[config.mk]
export PLATFORM = sky130hd
export DESIGN_NAME = hazard_scoreboard
export DESIGN_NICKNAME = d
export VERILOG_FILES = /design/src/rtl/hazard_scoreboard.sv
export SDC_FILE = /design/constraint.sdc
export NUM_CORES = 1
export LEC_CHECK = 0
export ABC_AREA = 0
export BUFFER_PORTS_ARGS = -buffer_cell sky130_fd_sc_hd__buf_2
export CORE_AREA = 2 2 100 78
export CTS_BUF_LIST = sky130_fd_sc_hd__clkbuf_2 sky130_fd_sc_hd__clkbuf_4 sky130_fd_sc_hd__clkbuf_8
export CTS_CLUSTER_DIAMETER = 200
export DETAILED_ROUTE_END_ITERATION = 7
export DIE_AREA = 0 0 102 80
export PLACE_DENSITY = 0.59
export SYNTH_ARGS = -nofsm -noshare
export SYNTH_HDL_FRONTEND = slang
export SYNTH_SLANG_ARGS = --single-unit
[constraint.sdc]
create_clock -name clock -period 7.4 [get_ports clock]
set_input_delay 0.74 -clock clock [delete_from_list [all_inputs] [get_ports clock]]
set_output_delay 0.74 -clock clock [all_outputs]
set_load 0.01 [all_outputs]
[src/rtl/hazard_scoreboard.sv]
// Decode-stage hazard scoreboard: shadow pipe of in-flight writers, bypass
// select / stall generation, multi-cycle mult/div tracker and stall counter.

module hazard_operand_scan #(
    parameter int STAGES  = 2,
    parameter int FORWARD = 1,
    parameter int FSW     = 2
) (
    input  logic [4:0]              src,
    input  logic [STAGES-1:0]       vld,
    input  logic [STAGES-1:0][4:0]  dest,
    input  logic [STAGES-1:0]       ld,
    output logic [FSW-1:0]          sel,
    output logic                    hold
);
    logic hit;

    // Youngest matching writer wins; a load still in entry 0 has no data yet.
    always_comb begin
        sel  = '0;
        hold = 1'b0;
        hit  = 1'b0;
        for (int k = 0; k < STAGES; k++) begin
            if (!hit && src != 5'd0 && vld[k] && dest[k] == src) begin
                hit = 1'b1;
                if (FORWARD != 0 && !(k == 0 && ld[k])) sel = FSW'(k + 1);
                else hold = 1'b1;
            end
        end
    end
endmodule

module hazard_scoreboard #(
    parameter int STAGES  = 2,
    parameter int FORWARD = 1,
    parameter int MD_LAT  = 32,
    parameter int FSW     = $clog2(STAGES + 1)
) (
    input  logic            clock,
    input  logic            reset,
    input  logic            issue_valid,
    input  logic [31:0]     issue_insn,
    input  logic            flush,
    output logic            stall,
    output logic [FSW-1:0]  fwd_a,
    output logic [FSW-1:0]  fwd_b,
    output logic            md_busy,
    output logic            md_done,
    output logic [4:0]      md_dest,
    output logic [15:0]     stall_count
);
    localparam int CW = $clog2(MD_LAT + 1);

    localparam logic [4:0] OP_R    = 5'b00000;
    localparam logic [4:0] OP_ADDI = 5'b00101;
    localparam logic [4:0] OP_LW   = 5'b01000;
    localparam logic [4:0] OP_SW   = 5'b00111;
    localparam logic [4:0] OP_BNE  = 5'b00010;
    localparam logic [4:0] OP_BLT  = 5'b00110;
    localparam logic [4:0] OP_JR   = 5'b00100;
    localparam logic [4:0] OP_JAL  = 5'b00011;
    localparam logic [4:0] OP_SETX = 5'b10101;
    localparam logic [4:0] OP_BEX  = 5'b10110;
    localparam logic [4:0] ALU_MUL = 5'b00110;
    localparam logic [4:0] ALU_DIV = 5'b00111;

    logic [4:0] op, alu, rd, rs, rt;
    logic [4:0] src_a, src_b, dst;
    logic       is_ld, is_md;

    assign op  = issue_insn[31:27];
    assign rd  = issue_insn[26:22];
    assign rs  = issue_insn[21:17];
    assign rt  = issue_insn[16:12];
    assign alu = issue_insn[6:2];

    logic unused_insn_bits;
    assign unused_insn_bits = ^{issue_insn[11:7], issue_insn[1:0]};

    always_comb begin
        src_a = '0;
        src_b = '0;
        dst   = '0;
        is_ld = 1'b0;
        is_md = 1'b0;
        case (op)
            OP_R: begin
                is_md = (alu == ALU_MUL) || (alu == ALU_DIV);
                src_a = rs;
                src_b = rt;
                if (!is_md) dst = rd;
            end
            OP_ADDI, OP_LW: begin
                src_a = rs;
                dst   = rd;
                is_ld = (op == OP_LW);
            end
            OP_SW, OP_BNE, OP_BLT: begin
                src_a = rs;
                src_b = rd;
            end
            OP_JR:   src_b = rd;
            OP_JAL:  dst   = 5'd31;
            OP_SETX: dst   = 5'd30;
            OP_BEX:  src_a = 5'd30;
            default: ;
        endcase
    end

    logic [STAGES-1:0]       vld_pipe;
    logic [STAGES-1:0][4:0]  dest_pipe;
    logic [STAGES-1:0]       ld_pipe;

    logic [1:0][4:0]      srcs;
    logic [1:0][FSW-1:0]  sel;
    logic [1:0]           hold;

    assign srcs = {src_b, src_a};

    for (genvar g = 0; g < 2; g++) begin : g_scan
        hazard_operand_scan #(.STAGES(STAGES), .FORWARD(FORWARD), .FSW(FSW)) u_scan (
            .src  (srcs[g]),
            .vld  (vld_pipe),
            .dest (dest_pipe),
            .ld   (ld_pipe),
            .sel  (sel[g]),
            .hold (hold[g])
        );
    end

    logic [CW-1:0] md_cnt;
    logic          md_hz, accepted;

    assign md_busy = (md_cnt != '0);
    assign md_hz   = md_busy && (is_md
                     || (src_a != 5'd0 && src_a == md_dest)
                     || (src_b != 5'd0 && src_b == md_dest)
                     || (dst   != 5'd0 && dst   == md_dest));

    assign stall    = issue_valid && !flush && (hold[0] || hold[1] || md_hz);
    assign fwd_a    = stall ? '0 : sel[0];
    assign fwd_b    = stall ? '0 : sel[1];
    assign accepted = issue_valid && !stall && !flush;

    always_ff @(posedge clock or negedge reset) begin
        if (!reset) begin
            vld_pipe    <= '0;
            dest_pipe   <= '0;
            ld_pipe     <= '0;
            md_cnt      <= '0;
            md_dest     <= '0;
            md_done     <= 1'b0;
            stall_count <= '0;
        end else begin
            for (int k = STAGES - 1; k > 0; k--) begin
                vld_pipe[k]  <= vld_pipe[k-1];
                dest_pipe[k] <= dest_pipe[k-1];
                ld_pipe[k]   <= ld_pipe[k-1];
            end
            vld_pipe[0]  <= accepted && dst != 5'd0;
            dest_pipe[0] <= dst;
            ld_pipe[0]   <= accepted && is_ld;

            md_done <= (md_cnt == CW'(1));
            if (accepted && is_md) begin
                md_cnt  <= CW'(MD_LAT);
                md_dest <= rd;
            end else if (md_busy) begin
                md_cnt <= md_cnt - CW'(1);
            end

            if (stall && stall_count != 16'hFFFF) stall_count <= stall_count + 16'd1;
        end
    end
endmodule

==> summary.txt, run 1 <==
Cells and area
  – Inserted Diodes: 0
  – Final instance area: between 3000 and 4000 um^2
  – Layout cells sized above 1: 25.5%
  – Final nets: 379
  – Syn-to-layout area delta: 15.9%

Power and ir drop
  – P_int: 0.000444 W
  – Static Leak: 1.52 nW
  – Worst IR Drop VDD: 87.4 uV
  – Net switching power: 0.000198 W
  – Cell area power density: 197 nW/um^2
  – Sw Share: about 30%
  – Sequential power share: 45.4%
  – Comb power frac: 25.0%
  – Clk pwr share: slightly below 30%

Placement
  – Port Buffers: 55
  – Area after DPL: 3140 um^2
  – Placer Congestion: just over 0.9
  – HPWL Detailed: 5280 um

Floorplanning
  – Core Area: 7160 um^2
  – Horiz. Die Dim: 102 um
  – IO Pins: 64
  – Die H: about 80 um
  – Die area: 8160 um^2
  – Initial core utilization: 39.2%
  – Row cnt: 27

Clock network
  – H-tree depth: 2
  – Post-CTS resize count: 0
  – Clock Sinks: 41
  – Setup bufs post-CTS: 0
  – Inserted Clock Buffers: 5
  – Clk pin slew, worst setup/hold paths: 80 ps
  – Root Buffer: clkbuf_8
  – CTS tree: yes
  – Hold-fix buffers, CTS: 0
  – CTS max path bufs: 2
  – Worst-Skew Late Latency: roughly 290 ps

Yosys
  – Primary FF master, synth: dfrtp_1
  – Syn_area_per_cell: ~9.7 um^2
  – Post-synthesis sequential area ratio: 36.5%
  – Netlist cell types: 62
  – Number of synthesized flops with an enable pin: 0
  – Syn Std Cell Area: between 2000 and 3000 um^2
  – Gate Count Post-Synth: 291
  – Synth Net Count: 330
  – Synth Warn #: 0
  – FFs w/ async S/R, synth: between 90% and 100%
  – Synth Register Bits: 41

GRT
  – Pin count of the biggest net entering global routing: 42
  – Number of global-route vias before repair: 2200
  – Total GRT Usage: 17.8%
  – First-pass GRT wire length: 11400 um
  – Gr ovfl total: 0
  – Initial antenna violation count: 0

Routing
  – Antenna-violating nets left: 0
  – DRT Pass-1 Iters: 5
  – Routed WL per cell: 15.5 um
  – Post-Route WL: 6840 um
  – Starting DRT DRC Count: about 160
  – Routed vias: between 2000 and 2500
  – Post-route DRC: 0
  – Routed vias/inst: 5.43

STA
  – Final hold vios: 0
  – Slew Limit Fails: 0
  – Post-layout minimum cycle time: 4320 ps
  – Least-Margin Pin Slew: 1000 ps
  – Max Clk Rate: between 200 and 250 MHz
  – Unrepaired setup endpoints after global routing: no
  – Count of final setup violators: 0
  – Slew headroom: 33.1%
  – Clock skew: 8.83 ps
  – Final period utilization: 58.3%
  – Post-route setup TNS: 0 ps

Worst setup path
  – Crit end category: primary output
  – Crit start category: primary input
  – Setup CP Type: in2out
  – Crit path arrival time: ~3600 ps
  – WP data required: roughly 6700 ps
  – Worst-path fanout max: 12

Job
  – Max-cap violations: 0

Worst hold path
  – HP Class: reg2reg

Run status
  – Outcome: finished clean
cell usage in the layout, fill, tap and decap left out, types with 10 or more instances in the layout:
master	count
xnor2_1	22
dfrtp_1	41
buf_2	55
nand4_1	13
xor2_1	18
nand3_1	15
nor2_1	10
inv_1	12
nand2_1	21
power by group through the flow:
stage	Combinational (W)	Clock, W	Sequential, W
2_1_floorplan	0.000110	0	0.000294
3_3_place_gp	0.000158	0	0.000295
3_5_place_dp	0.000161	0	0.000296
4_1_cts	0.000162	0.000194	0.000292
5_1_grt	0.000185	0.000205	0.000299
6_report	0.000160	0.000190	0.000292
critical path: stages:
cell,delay (ps)
buf_2,180
nor4_4,480
o21ai_1,230
nand2_1,210
a21oi_1,130
or3_1,350
a2111oi_2,560
a211oi_4,110
o21ai_0,300
nor4_1,110
buf_2,160
layer usage:
layer	GRT usage [%]	part of all wire, %	wire length (um)	up-vias
li1	-	-	-	1168
met1	27.5	50	3450	1155
met2	24.7	41	2830	73
met3	4.64	7.4	505	6
met4	3.60	0.80	55	0
met5	0	0	0	-
synthesized netlist by cell type (2+ instances only):
library cell	number	area (um^2)
mux2_4	5	75.1
buf_2	3	15.0
a32oi_1	5	43.8
buf_1	2	7.51
a211oi_4	2	40.0
nor3b_1	3	22.5
and3_1	9	56.3
nand3b_1	3	22.5
xnor2_1	22	193
and2_1	7	43.8
xor2_1	18	158
nor2_1	10	37.5
mux2i_1	3	30.0
nand2b_1	5	31.3
or3_1	3	18.8
nand2_1	21	78.8
a21o_1	3	22.5
maj3_1	2	20.0
nand4_1	13	81.3
or4_1	5	37.5
nor3_1	9	45.0
dfrtp_1	41	1030
nand3_1	15	75.1
a2bb2oi_1	2	17.5
a31oi_1	2	12.5
a21oi_1	7	35.0
ha_1	3	37.5
buf_6	3	33.8
mux2_2	4	45.0
inv_1	12	45.0
o211ai_1	3	22.5
clkbuf_1	4	15.0
o21ai_0	6	30.0
nor4_1	8	50.1
kinds of logic (layout without fill, tap and decap cells):
kind of cell	count (synthesis)	in the layout	share of synthesized area, %
AOI/OAI and AO/OA	46	46	13.4
xor gates and xnor gates	40	40	12.5
adders and majority gates	5	5	2.05
buffers and inverters	25	75	4.32
DFF	41	41	36.5
muxes	12	12	5.34
and+or+nand+nor	122	122	25.9
final timing paths:
path	startpoint	to	slack, ps	cells past startpoint
hold / removal	vld_pipe[0]	vld_pipe[1]	430	0
max in group asynchronous	reset	md_dest[1]	6270	1
min in group asynchronous	reset	md_cnt[4]	580	1
hold reg to reg	vld_pipe[0]	vld_pipe[1]	430	0
setup / recovery	issue_insn[31]	fwd_b[1]	3080	11
setup reg to reg	md_cnt[2]	md_dest[1]	3850	9
area by class of cell:
type	count	area, um^2
Multi-Input combinational cell	225	1660
Tap cell	101	126
Inverter	12	45.0
Fill cell	720	3910
Clock inverter	1	30.0
Clock buffer	7	90.1
Sequential cell	41	1030
Timing Repair Buffer	55	275
sequential cells by signal, indices dropped and copies added, names as in the netlist:
signal / flops
md_cnt: 6
dest_pipe: 10
md_done: 1
stall_count: 16
vld_pipe: 2
ld_pipe: 1
md_dest: 5
stage by stage:
step,worst slack [ps],total power (W),util (%),cells,hold WS [ps]
2_1_floorplan,3490,0.000404,-,291,374
3_3_place_gp,3090,0.000454,43.8,434,423
3_5_place_dp,3120,0.000457,43.8,434,421
4_1_cts,3110,0.000648,45.5,442,439
5_1_grt,2850,0.000688,45.5,442,451
6_report,3080,0.000642,45.5,442,431
(Power assumes the default switching activity.)
==> run 2, diff against run 1 <==
--- a/config.mk
+++ b/config.mk
@@ -12,7 +12,7 @@
 export CTS_CLUSTER_DIAMETER = 200
 export DETAILED_ROUTE_END_ITERATION = 7
 export DIE_AREA = 0 0 102 80
-export PLACE_DENSITY = 0.59
+export PLACE_DENSITY = 0.62
 export SYNTH_ARGS = -nofsm -noshare
 export SYNTH_HDL_FRONTEND = slang
 export SYNTH_SLANG_ARGS = --single-unit
==> constraint.sdc (replaced) <==
create_clock -name clock -period 3.5 [get_ports clock]
set_input_delay 0.35 -clock clock [delete_from_list [all_inputs] [get_ports clock]]
set_output_delay 0.35 -clock clock [all_outputs]
set_load 0.01 [all_outputs]
==> run 2 against run 1 <==
First-iteration DRC count up 9.6%. Via count is 3.5% higher. Non-clock buffer count is 21 higher. Setup slack got worse by 2900 ps. Global-route usage up 0.056 points. Routed wire length rose by 1.7%. Design area is 5.7% higher. Final cell count rose by 4.8%. Clock power up 140%. Critical path depth rose by 1.
==> summary.txt, run 2 (synthesis results as in run 1) <==
Cells and area
  – Final instance area: 3440 um^2
  – Inserted Diodes: 0
  – Syn-to-layout area delta: 22.4%
  – Layout cells sized above 1: 30.9%
  – Top flop regs: stall_count (16), dest_pipe (10), md_cnt (6)
  – Most flop-heavy register: stall_count
  – Layout Utilization: roughly half
  – Max FFs per register: 16
  – Commonest cells after routing, fill and taps aside: 55 x buf_2, 41 x dfrtp_1, 22 x xnor2_1, 21 x nand2_1, 21 x buf_4
  – Final nets: 400
  – Most common cell after layout, fill and taps aside: buf_2

Placement
  – Port Buffers: 55
  – HPWL Detailed: 5450 um
  – Placer Congestion: slightly below 0.9
  – Area after DPL: 3290 um^2

Floorplanning
  – Die H: 80 um
  – Die area: 8160 um^2
  – Horiz. Die Dim: 102 um
  – IO Pins: 64
  – Row cnt: 27
  – Core Area: just over 7000 um^2
  – Initial core utilization: 39.2%

Clock network
  – Setup bufs post-CTS: 0
  – H-tree depth: 2
  – Clk pin slew, worst setup/hold paths: around 80 ps
  – Root Buffer: clkbuf_8
  – Clock Sinks: 41
  – Worst-Skew Late Latency: 290 ps
  – CTS tree: yes
  – CTS max path bufs: 2
  – Inserted Clock Buffers: 5

STA
  – Final hold vios: 0
  – Max Clk Rate: 300 MHz
  – Final Hold Slack: 180 ps
  – Clock skew: 9.50 ps
  – Post-route setup TNS: 0 ps
  – Unrepaired setup endpoints after global routing: no
  – Least-Margin Pin Slew: 891 ps
  – Final period utilization: 95.4%
  – Slew Limit Fails: 0
  – Slew headroom: 40.6%
  – Count of final setup violators: 0
  – Post-layout minimum cycle time: approximately 3300 ps

Power and ir drop
  – Worst IR Drop VDD: roughly 190 uV
  – Net switching power: 0.000431 W
  – Comb power frac: between 20 and 30%
  – Sw Share: about 30%
  – Sequential power share: between 40% and 50%
  – Clk pwr share: 31.5%
  – Static Leak: roughly 1.6 nW
  – P_int: 0.000997 W
  – Cell area power density: 415 nW/um^2
  – Total power: between 0.001 and 0.0015 W

GRT
  – Initial antenna violation count: 0
  – First-pass GRT wire length: 11400 um
  – Gr ovfl total: 0
  – Number of global-route vias before repair: 2317
  – Total GRT Usage: 17.9%
  – Pin count of the biggest net entering global routing: 42

Worst setup path
  – Setup CP Type: in2out
  – Worst-path fanout max: 6
  – WP data required: 3150 ps
  – Crit start category: primary input
  – Crit end category: primary output
  – Crit path arrival time: 2990 ps

Job
  – Max-cap violations: 0

Worst hold path
  – HP Class: in2async

Routing
  – Routed vias: 2485
  – DRT Pass-1 Iters: 4
  – Routed WL per cell: 15.0 um
  – Antenna-violating nets left: 0
  – Routed vias/inst: between 5 and 6
  – Starting DRT DRC Count: about 170
  – Post-route DRC: 0
  – Post-Route WL: 6960 um

Run status
  – Outcome: finished clean
run 2: cell count changes in the layout (fill, tap and decap cells not counted), sizes merged:
cell	before	now
bufinv	1	2
clkinv	0	1
buf	55	76
clkbuf	7	5
run 2: layout make-up:
type	count	area, um^2
Clock buffer	5	68.8
Clock inverter	3	65.1
Fill cell	716	3720
Inverter	12	45.0
Multi-Input combinational cell	225	1680
Sequential cell	41	1030
Tap cell	101	126
Timing Repair Buffer	76	433
run 2: worst max-delay path, cell delays in order:
cell,delay [ps]
buf_2,140
or3b_4,410
a211oi_4,290
o21ai_2,90
a32o_1,260
a22oi_1,260
a2111oi_2,80
buf_4,150
a211oi_4,310
o21ai_1,140
nor4b_1,300
buf_2,190
run 2: routing by layer:
metal	routed length, um	track usage [%]	up-vias
li1	-	-	1199
met1	3380	26.9	1200
met2	3010	26.1	81
met3	522	3.77	5
met4	48	4.13	0
met5	0	0	-
run 2: path summary, 6_finish.rpt:
check / cells past startpoint / slack [ps] / startpoint / to
max in group asynchronous: 1 / 2760 / reset / md_dest[1]
setup reg to reg: 11 / 440 / md_cnt[2] / md_dest[1]
min in group clock: 2 / 380 / issue_insn[25] / md_dest[3]
hold reg to reg: 0 / 430 / vld_pipe[0] / vld_pipe[1]
hold / removal: 1 / 180 / reset / md_dest[2]
setup / recovery: 12 / 160 / issue_insn[31] / fwd_a[1]
run 2: metrics by stage:
stage	setup WS [ps]	instances
global route	2.28	463
finish	162	463
floorplan	299	291
global placement	99.4	455
CTS	58.0	463
detailed placement	68.2	455
run 2: what timing repair did:
item,CTS,global route
hold buffers,0,0
gates resized for setup,0,5
setup endpoints to repair,0,4
run 2: power groups by stage:
| stage | combinational [W] | sequential, W | clock, W |
|---|---|---|---|
| final | 0.000360 | 0.000619 | 0.000449 |
| after global routing | 0.000409 | 0.000629 | 0.000483 |
| after CTS | 0.000362 | 0.000617 | 0.000461 |
| after detailed placement | 0.000360 | 0.000625 | 0 |
| after global placement | 0.000352 | 0.000623 | 0 |
| after floorplan | 0.000232 | 0.000622 | 0 |
